### src/rtl/md_audio_mixer_if.sv
// Output stream interface of md_audio_mixer: stereo sample head, valid/ready
// handshake toward the DAC/I2S serializer, and the FIFO-drop pulse.
interface md_audio_mixer_if;
    logic signed [15:0] out_l;
    logic signed [15:0] out_r;
    logic               out_valid;
    logic               out_ready;
    logic               overflow;

    modport master (
        output out_l,
        output out_r,
        output out_valid,
        output overflow,
        input  out_ready
    );

    modport slave (
        input  out_l,
        input  out_r,
        input  out_valid,
        input  overflow,
        output out_ready
    );
endinterface

### src/rtl/md_audio_mixer.sv
// md_audio_mixer: box-filter decimation of FM (MOL/MOR) and PSG audio over a
// fixed MCLK window, scale + sum + 16-bit saturation, 4-entry FWFT output FIFO.
// Optional feature macro: MD_MIXER_LPF_EN inserts a one-pole low-pass per
// channel between saturation and the FIFO write (one extra cycle of latency).
module md_audio_mixer #(
    parameter int WINDOW    = 1008,
    parameter int FM_SHIFT  = 5,
    parameter int PSG_SHIFT = 12,
    parameter int LPF_SHIFT = 2
) (
    input  logic              MCLK,
    input  logic              RESET,
    input  logic signed [8:0] MOL,
    input  logic signed [8:0] MOR,
    input  logic [15:0]       PSG,
    input  logic              MUTE,
    md_audio_mixer_if.master  out_if
);
    localparam logic [11:0] CNT_LAST = 12'(WINDOW - 1);

    // Elaboration-time guard on parameter legality.
    if (WINDOW < 2 || WINDOW > 4095 || LPF_SHIFT < 0 || LPF_SHIFT > 15) begin : g_bad_params
        $error("md_audio_mixer: illegal parameter value");
    end

    // Clamp a 29-bit signed value into the 16-bit signed range.
    function automatic logic signed [15:0] sat16(input logic signed [28:0] x);
        logic signed [15:0] r;
        if (x > 29'sd32767) begin
            r = 16'sh7FFF;
        end else if (x < -29'sd32768) begin
            r = 16'sh8000;
        end else begin
            r = x[15:0];
        end
        return r;
    endfunction

    // ------------------------------------------------------------------
    // Window counter, accumulators and close-edge stage registers
    // ------------------------------------------------------------------
    logic [11:0]        cnt;
    logic               close;
    logic signed [19:0] mol_ext, mor_ext, acc_l, acc_r, sum_l, sum_r, stage_l, stage_r;
    logic signed [27:0] psg_ext, acc_p, sum_p, stage_p;
    logic               stage_vld;

    assign close   = (cnt == CNT_LAST);
    assign mol_ext = {{11{MOL[8]}}, MOL};
    assign mor_ext = {{11{MOR[8]}}, MOR};
    // PSG is offset binary: flipping the MSB gives the two's complement value.
    assign psg_ext = {{12{~PSG[15]}}, ~PSG[15], PSG[14:0]};
    assign sum_l   = acc_l + mol_ext;
    assign sum_r   = acc_r + mor_ext;
    assign sum_p   = acc_p + psg_ext;

    // Free-running window count; on the close edge the sums including the current input move to the stage.
    always_ff @(posedge MCLK or posedge RESET) begin
        if (RESET) begin
            cnt       <= 12'd0;
            acc_l     <= 20'sd0;
            acc_r     <= 20'sd0;
            acc_p     <= 28'sd0;
            stage_l   <= 20'sd0;
            stage_r   <= 20'sd0;
            stage_p   <= 28'sd0;
            stage_vld <= 1'b0;
        end else begin
            stage_vld <= close;
            if (close) begin
                cnt     <= 12'd0;
                stage_l <= sum_l;
                stage_r <= sum_r;
                stage_p <= sum_p;
                acc_l   <= 20'sd0;
                acc_r   <= 20'sd0;
                acc_p   <= 28'sd0;
            end else begin
                cnt   <= cnt + 12'd1;
                acc_l <= sum_l;
                acc_r <= sum_r;
                acc_p <= sum_p;
            end
        end
    end

    // ------------------------------------------------------------------
    // Scale, sum and saturate
    // ------------------------------------------------------------------
    logic signed [28:0] fm_l, fm_r, psg_sc, mix_sum_l, mix_sum_r;
    logic signed [15:0] mix_l, mix_r;
    logic               mix_vld;

    assign fm_l      = $signed({{9{stage_l[19]}}, stage_l}) >>> FM_SHIFT;
    assign fm_r      = $signed({{9{stage_r[19]}}, stage_r}) >>> FM_SHIFT;
    assign psg_sc    = $signed({stage_p[27], stage_p}) >>> PSG_SHIFT;
    assign mix_sum_l = fm_l + psg_sc;
    assign mix_sum_r = fm_r + psg_sc;

    // Mix edge: saturated sum of the staged window, forced to silence by MUTE.
    always_ff @(posedge MCLK or posedge RESET) begin
        if (RESET) begin
            mix_l   <= 16'sd0;
            mix_r   <= 16'sd0;
            mix_vld <= 1'b0;
        end else begin
            mix_vld <= stage_vld;
            if (stage_vld) begin
                if (MUTE) begin
                    mix_l <= 16'sd0;
                    mix_r <= 16'sd0;
                end else begin
                    mix_l <= sat16(mix_sum_l);
                    mix_r <= sat16(mix_sum_r);
                end
            end
        end
    end

    logic signed [15:0] push_l, push_r;
    logic               push_vld;

`ifdef MD_MIXER_LPF_EN
    // ------------------------------------------------------------------
    // One-pole low-pass: y += (x - y) >>> LPF_SHIFT, saturated to 16 bits
    // ------------------------------------------------------------------
    function automatic logic signed [15:0] lpf_step(input logic signed [15:0] x,
                                                    input logic signed [16:0] y);
        logic signed [18:0] x19, y19, d19, ds19, s19;
        logic signed [28:0] s29;
        x19  = {{3{x[15]}}, x};
        y19  = {{2{y[16]}}, y};
        d19  = x19 - y19;
        ds19 = d19 >>> LPF_SHIFT;
        s19  = y19 + ds19;
        s29  = {{10{s19[18]}}, s19};
        return sat16(s29);
    endfunction

    logic signed [16:0] lpf_y_l, lpf_y_r;
    logic signed [15:0] lpf_next_l, lpf_next_r, filt_l, filt_r;
    logic               filt_vld;

    assign lpf_next_l = lpf_step(mix_l, lpf_y_l);
    assign lpf_next_r = lpf_step(mix_r, lpf_y_r);

    // Filter state advances only when a new mix sample arrives.
    always_ff @(posedge MCLK or posedge RESET) begin
        if (RESET) begin
            lpf_y_l  <= 17'sd0;
            lpf_y_r  <= 17'sd0;
            filt_l   <= 16'sd0;
            filt_r   <= 16'sd0;
            filt_vld <= 1'b0;
        end else begin
            filt_vld <= mix_vld;
            if (mix_vld) begin
                lpf_y_l <= {lpf_next_l[15], lpf_next_l};
                lpf_y_r <= {lpf_next_r[15], lpf_next_r};
                filt_l  <= lpf_next_l;
                filt_r  <= lpf_next_r;
            end
        end
    end

    assign push_l   = filt_l;
    assign push_r   = filt_r;
    assign push_vld = filt_vld;
`else
    assign push_l   = mix_l;
    assign push_r   = mix_r;
    assign push_vld = mix_vld;
`endif

    // ------------------------------------------------------------------
    // 4-entry first-word fall-through FIFO
    // ------------------------------------------------------------------
    logic [31:0] fifo_mem [4];
    logic [1:0]  rd_ptr, wr_ptr;
    logic [2:0]  fifo_cnt;
    logic        fifo_full, pop, push, overflow_r;

    assign fifo_full = (fifo_cnt == 3'd4);
    assign pop       = (fifo_cnt != 3'd0) && out_if.out_ready;
    // A pop on the same edge frees the slot, so a full FIFO still accepts.
    assign push      = push_vld && (!fifo_full || pop);

    // Storage only; validity is tracked by the pointers and count.
    always_ff @(posedge MCLK) begin
        if (push) begin
            fifo_mem[wr_ptr] <= {push_l, push_r};
        end
    end

    // Pointer/count bookkeeping and the drop pulse.
    always_ff @(posedge MCLK or posedge RESET) begin
        if (RESET) begin
            rd_ptr     <= 2'd0;
            wr_ptr     <= 2'd0;
            fifo_cnt   <= 3'd0;
            overflow_r <= 1'b0;
        end else begin
            overflow_r <= push_vld && fifo_full && !pop;
            if (push) begin
                wr_ptr <= wr_ptr + 2'd1;
            end
            if (pop) begin
                rd_ptr <= rd_ptr + 2'd1;
            end
            case ({push, pop})
                2'b10:   fifo_cnt <= fifo_cnt + 3'd1;
                2'b01:   fifo_cnt <= fifo_cnt - 3'd1;
                default: fifo_cnt <= fifo_cnt;
            endcase
        end
    end

    logic [31:0] head;
    assign head             = fifo_mem[rd_ptr];
    assign out_if.out_valid = (fifo_cnt != 3'd0);
    assign out_if.out_l     = out_if.out_valid ? head[31:16] : 16'sd0;
    assign out_if.out_r     = out_if.out_valid ? head[15:0]  : 16'sd0;
    assign out_if.overflow  = overflow_r;
endmodule
### src/flat_wrapper.sv
// flat-port wrapper written by rule: the top's interface ports become plain ports
module md_audio_mixer_flat 
#(
    parameter int WINDOW    = 1008,
    parameter int FM_SHIFT  = 5,
    parameter int PSG_SHIFT = 12,
    parameter int LPF_SHIFT = 2
)
  (MCLK, RESET, MOL, MOR, PSG, MUTE, out_if_out_l, out_if_out_r, out_if_out_valid, out_if_overflow, out_if_out_ready);
  md_audio_mixer_if out_if_i ();
  input  logic MCLK;
  input  logic RESET;
  input  logic signed [8:0] MOL;
  input  logic signed [8:0] MOR;
  input  logic [15:0] PSG;
  input  logic MUTE;
  output wire logic [$bits(out_if_i.out_l)-1:0] out_if_out_l;
  output wire logic [$bits(out_if_i.out_r)-1:0] out_if_out_r;
  output wire logic [$bits(out_if_i.out_valid)-1:0] out_if_out_valid;
  output wire logic [$bits(out_if_i.overflow)-1:0] out_if_overflow;
  input wire logic [$bits(out_if_i.out_ready)-1:0] out_if_out_ready;
  assign out_if_out_l = out_if_i.out_l;
  assign out_if_out_r = out_if_i.out_r;
  assign out_if_out_valid = out_if_i.out_valid;
  assign out_if_overflow = out_if_i.overflow;
  assign out_if_i.out_ready = out_if_out_ready;
  md_audio_mixer #(.WINDOW(WINDOW), .FM_SHIFT(FM_SHIFT), .PSG_SHIFT(PSG_SHIFT), .LPF_SHIFT(LPF_SHIFT)) u_core (.MCLK(MCLK), .RESET(RESET), .MOL(MOL), .MOR(MOR), .PSG(PSG), .MUTE(MUTE), .out_if(out_if_i));
endmodule
### config.mk
export PLATFORM = sky130hd
export DESIGN_NAME = md_audio_mixer_flat
export DESIGN_NICKNAME = d
export VERILOG_FILES = /design/src/rtl/md_audio_mixer_if.sv /design/src/rtl/md_audio_mixer.sv /design/src/flat_wrapper.sv
export SDC_FILE = /design/constraint.sdc
export NUM_CORES = 1
export LEC_CHECK = 0
export ABC_AREA = 1
export CAP_MARGIN = 20
export CORE_UTILIZATION = 60
export DETAILED_ROUTE_END_ITERATION = 12
export PLACE_DENSITY_LB_ADDON = 0.12
export SETUP_SLACK_MARGIN = 0.15
export SYNTH_ARGS = -nofsm -noshare
export SYNTH_HDL_FRONTEND = slang
export SYNTH_SLANG_ARGS = --single-unit
### constraint.sdc
create_clock -name MCLK -period 17.7 [get_ports MCLK]
set_clock_uncertainty 0.05 [all_clocks]
set_input_delay 3.54 -clock MCLK [delete_from_list [all_inputs] [get_ports MCLK]]
set_output_delay 3.54 -clock MCLK [all_outputs]
set_load 0.05 [all_outputs]
* Word level (Yosys, flattened, before mapping) *
Memories as Yosys holds them, arrays and structs flattened.
Index checks and enable logic that the tools add are counted.

word-level totals
  memories kept = 1
  output and inout bits = 34
  register bits after elaboration = 190
  word-level logic and storage cells = 59
  bits in writable memories = 128

operators by class
  bitwise operators = 1
  order comparisons = 4
  reductions and logical operators = 9
  muxes and demuxes = 15
  eq/ne operators = 4
  $add $sub $neg = 10

memories
  name             depth  bits a word  read ports  clocked after memory_dff  wr ports  RTL line               text
  u_core.fifo_mem  4      32           1           0                         1         md_audio_mixer.sv:178  logic [31:0] fifo_mem [4];

operators with widths
  cell                                                                                count
  16-bit two-way mux                                                                  8
  29-bit by 16-bit greater-than comparator with 1-bit output (second input constant)  2
  29-bit by 16-bit less-than comparator with 1-bit output (second input constant)     2
  20-bit by 9-bit adder with 20-bit output                                            2
  20-bit two-way mux                                                                  2
  15-bit by 16-bit adder with 17-bit output                                           2
  28-bit by 16-bit adder with 28-bit output                                           1
  28-bit two-way mux                                                                  1
  12-bit by 1-bit adder with 12-bit output (second input constant)                    1
  12-bit by 10-bit equality test with 1-bit output (second input constant)            1
  12-bit two-way mux                                                                  1
  3-bit case mux with 2 select lines                                                  1
  2-bit by 1-bit adder with 2-bit output (second input constant)                      2
  1-bit logical AND                                                                   4
  3-bit by 1-bit adder with 3-bit output (second input constant)                      1
  3-bit equality test (second input constant)                                         1
  3-bit nonzero test                                                                  1
  3-bit by 1-bit subtractor with 3-bit output (second input constant)                 1
  2-bit by 1-bit equality test with 1-bit output (second input constant)              1
  2-bit equality test (second input constant)                                         1
  1-bit logical NOT                                                                   2
  1-bit two-way mux                                                                   2
  2-bit nonzero test                                                                  1
  1-bit logical OR                                                                    1
  1-bit NOT                                                                           1

* Logic depth before layout (Yosys ltp) *
  word-level depth = 6
  gate-level depth with buffers = 17
  depth with buffers taken out = 17

* Worst setup path after synthesis *
No wires, ideal clock.

  kind = input to register
  start point = in out_if_out_ready
  end point = mem u_core.fifo_mem[0][0], enable pin
  required time = 17.229 ns
  library setup time = 0.421 ns
  path buffers = 0
  arrival = 5.204 ns
  slack = 12.025 ns
  cell stages on the path = 4
  cells stage by stage = inv_1 > nand3_1 > nand2_1 > nor2_1

on the way
  cells in the longest elaborated chain, start to end = 5

RTL lines
  element                                  RTL line               text
  start, declared                          flat_wrapper.sv:21     input wire logic [$bits(out_if_i.out_ready)-1:0] out_if_out_ready;
  1-bit logical AND                        md_audio_mixer.sv:184  assign pop = (fifo_cnt != 3'd0) && out_if.out_ready;
  1-bit logical OR                         md_audio_mixer.sv:186  assign push = push_vld && (!fifo_full || pop);
  1-bit logical AND                        md_audio_mixer.sv:186
  1-bit two-way mux                        md_audio_mixer.sv:190  if (push) begin
  1-bit two-way mux (implied by the code)  md_audio_mixer.sv:191  fifo_mem[wr_ptr] <= {push_l, push_r};
  end, declared                            md_audio_mixer.sv:178

Every way passes these cells.

* Final worst setup path *
  start point = reg u_core.rd_ptr[0]
  end point = out out_if_out_r[6]

on the way
  cells in the longest elaborated chain, start to end = 2

RTL lines
  element                 RTL line               text
  start, declared         md_audio_mixer.sv:179  logic [1:0] rd_ptr, wr_ptr;
  start signal, assigned  md_audio_mixer.sv:208  rd_ptr <= rd_ptr + 2'd1;
  memory read 4 x 32 bit  -
  16-bit two-way mux      md_audio_mixer.sv:222  assign out_if.out_r = out_if.out_valid ? head[15:0] : 16'sd0;
  end, declared           flat_wrapper.sv:18     output wire logic [$bits(out_if_i.out_r)-1:0] out_if_out_r;

Every way passes these cells.

==> results.cfg <==
[status]
status = completed

[timing]
finalHoldViolations = 0
rsz0062_at_grt = no
fin_crit_ns = 6.95
max_slew_margin_pct = 30.1
setup_viol = 0
fin_ws_ns = 10.75
setup_tns_ns = 0
tightest_slew_ns = 1.05
slew_violations = 0
min_period_over_period_pct = 39.3
fmax_mhz = 144

[grt]
grt_pass1_wl_um = 64500
antenna_found_initial = 0
grt_pass1_vias = 12938
gr-usage-met2_pct = 45.2
gr-usage-all-layers_pct = 27.8
gr-max-usage-layer = met2
grt_start_max_net_pins = 70
use_met1_pct = 40.6
use_met3_pct = 2.47
overflow = 0

[logic_synthesis]
synth_cells = 2059
ys_seq_elements = 296
synthArstFlopShare_pct = 56.8
ys_types = 40
synth_nets = 2206
post_synth.cell_area_avg_sq_um = 8.19
yosysSeqAreaShare_pct = 47.7
synth_ff_type = dfrtp_1
yosysWarningCount = 0
synth_edf_count = 128
syn_area_sq_um = 16900

[worst_hold_path]
min_path_type = reg2reg
hold_path_depth = 0
worstHoldStart = u_core.stage_vld

[clock_tree]
h-tree-depth = 1
cts_hold_buf = 0
post-cts-setup-buffers = 0
clk_path_buf_depth = 3
clkTransAtPathRegs_ns = 0.06
cts_tree = built
clockRootBuffer = clkbuf_16
cts_buffers = 30
clock_sinks = 296
cts_resized = 0
clk_latency_ns = 0.55

[detailed_routing]
vias_per_cell = 5.44
initialDrtViolationCount = 1143
drcViolationCount = 0
routedWlPerCell_um = 15.3
wl_um = 38500
vias = 13727
dr.pass1.iters = 6
final_antenna_net_count = 0

[worst_setup_path]
crit_chain = buf_4 -> inv_2 -> o21ai_0 -> a21oi_1 -> clkdlybuf4s50_1
required_ns = 14.11
max_stage_delay_ns = 0.83
worstPathArrival_ns = 3.36
crit_type = reg2out
r2r-start = u_core.cnt[0]
r2r_slack_ns = 14.78
cp_slowest_cell = clkdlybuf4s50_1
r2r_cells = 10
start_kind = flip-flop
startpoint = u_core.rd_ptr[0]
endpoint_kind = output port
worstPathMaxFanout = 64

[placement]
post-place-ws_ns = 11.33
place_congestion = 0.980
io_buffers = 71
dp_hpwl_um = 28500

[die]
ioPinCount = 72
fp-row-count = 60
core-area_sq_um = 27300
die_x_um = 170
dieArea_sq_um = 28800
die_h_um = 170
start_util_pct = 61.9

[final_layout]
fill_cells = 2232
drive_above_1_share_pct = 4.41
antennaDiodeCount = 0
syn_to_final_growth_pct = 12.7
layout_commonest_cell = nand2_1
fin_util_pct = 69.7
nNetsFinal = 2276
final_cell_mix = nand2_1 (530), nor2_1 (281), inv_1 (195)

[power]
vdd_drop_max_uv = 126
p_leak_nw = 8.20
p_per_area_nw_per_um2 = 153

[run]
cap_viol_max_count = 0
## power breakdown
group / total (W) / leakage [nW] / switching, W / internal (W)
Sequential: 0.000844 / 2.44 / 0.0000375 / 0.000806
Combinational: 0.00140 / 5.26 / 0.000931 / 0.000467
Clock: 0.000662 / 0.500 / 0.000266 / 0.000396
## logic make-up after synthesis
group	count (synthesis)	synth area share (%)
buffers and inverters	249	5.82
and+or+nand+nor	1033	25.6
adders and majority gates	109	8.36
DFF	296	47.7
AOI/OAI and AO/OA	319	9.75
xor gates and xnor gates	53	2.75
## worst paths after layout
check                              endpoint
min in group asynchronous     u_core.cnt[4]
hold / removal               u_core.mix_vld
hold reg to reg              u_core.mix_vld
max in group asynchronous  u_core.rd_ptr[0]
setup / recovery            out_if_out_r[6]
setup reg to reg            u_core.acc_l[4]
## flip-flops by register name, indices dropped and copies added, names as in the netlist
signal and flops:
u_core.fifo_mem 128, u_core.acc_p 28, u_core.acc_l 20, u_core.acc_r 20, u_core.mix_l 16, u_core.mix_r 16, u_core.stage_p 16, u_core.stage_l 15
u_core.stage_r 15, u_core.cnt 12, u_core.fifo_cnt 3, u_core.rd_ptr 2, u_core.wr_ptr 2, u_core.mix_vld 1, u_core.out_if.overflow 1, u_core.stage_vld 1
## worst max-delay path: cells and delay by family, from the launching register on
family	cells	cell delay, ns
AO/OA/AOI/OAI	2	0.45
buffers and inverters	3	1.82
flip-flops	1	0.48
## synth_stat cells (2+ instances only)
library cell  instances  area (sq um)
a21o_1                2          15.0
a21oi_1             146           731
a31oi_1               2          12.5
and2_1                4          25.0
buf_1                 7          26.3
buf_2                13          65.1
buf_4                 4          30.0
buf_6                 2          22.5
clkbuf_1             21          78.8
dfrtp_1             168          4200
edfxtp_1            128          3840
fa_1                  6           120
ha_1                103          1290
inv_1               196           736
inv_2                 6          22.5
nand2_1             530          1990
nand2_2               8          50.1
nand3_1             127           636
nand3_2               4          40.0
nand3b_1             17           128
nand4_1              32           200
nor2_1              285          1070
nor3_1               16          80.1
nor3b_1               2          15.0
o211ai_1              2          15.0
o21a_1                4          30.0
o21ai_0             129           646
o21ai_1              28           140
o21bai_1              4          30.0
or2_2                 2          12.5
xnor2_1              22           193
xor2_1               31           272
## per-stage QoR
stage,instance area (sq um),hold slack (ns),std cells,power [W]
detailed placement,17900,0.312,2468,0.00223
global route,19000,0.339,2525,0.00312
CTS,19000,0.329,2524,0.00290
global placement,17900,0.309,2468,0.00221
floorplan,16900,0.304,2059,0.00189
finish,19000,0.326,2525,0.00290
## area by class of cell
type | count | area, sq um | share of cell area [%]
multi-input combinational | 1514 | 7840 | 41.3
sequential | 296 | 8050 | 42.4
inverter | 202 | 763 | 4.02
clock inverter | 16 | 198 | 1.04
tap | 372 | 465 | 2.45
clock buffer | 40 | 850 | 4.47
timing repair buffer | 85 | 836 | 4.40
## metal layers
layer,share of wire [%],vias up,wire length [um]
met5,0,-,0
met1,48,6334,18500
li1,-,6944,-
met3,4.7,54,1800
met4,2.0,0,753
met2,45,395,17500
Note: power is estimated with default switching activity, not from simulation.
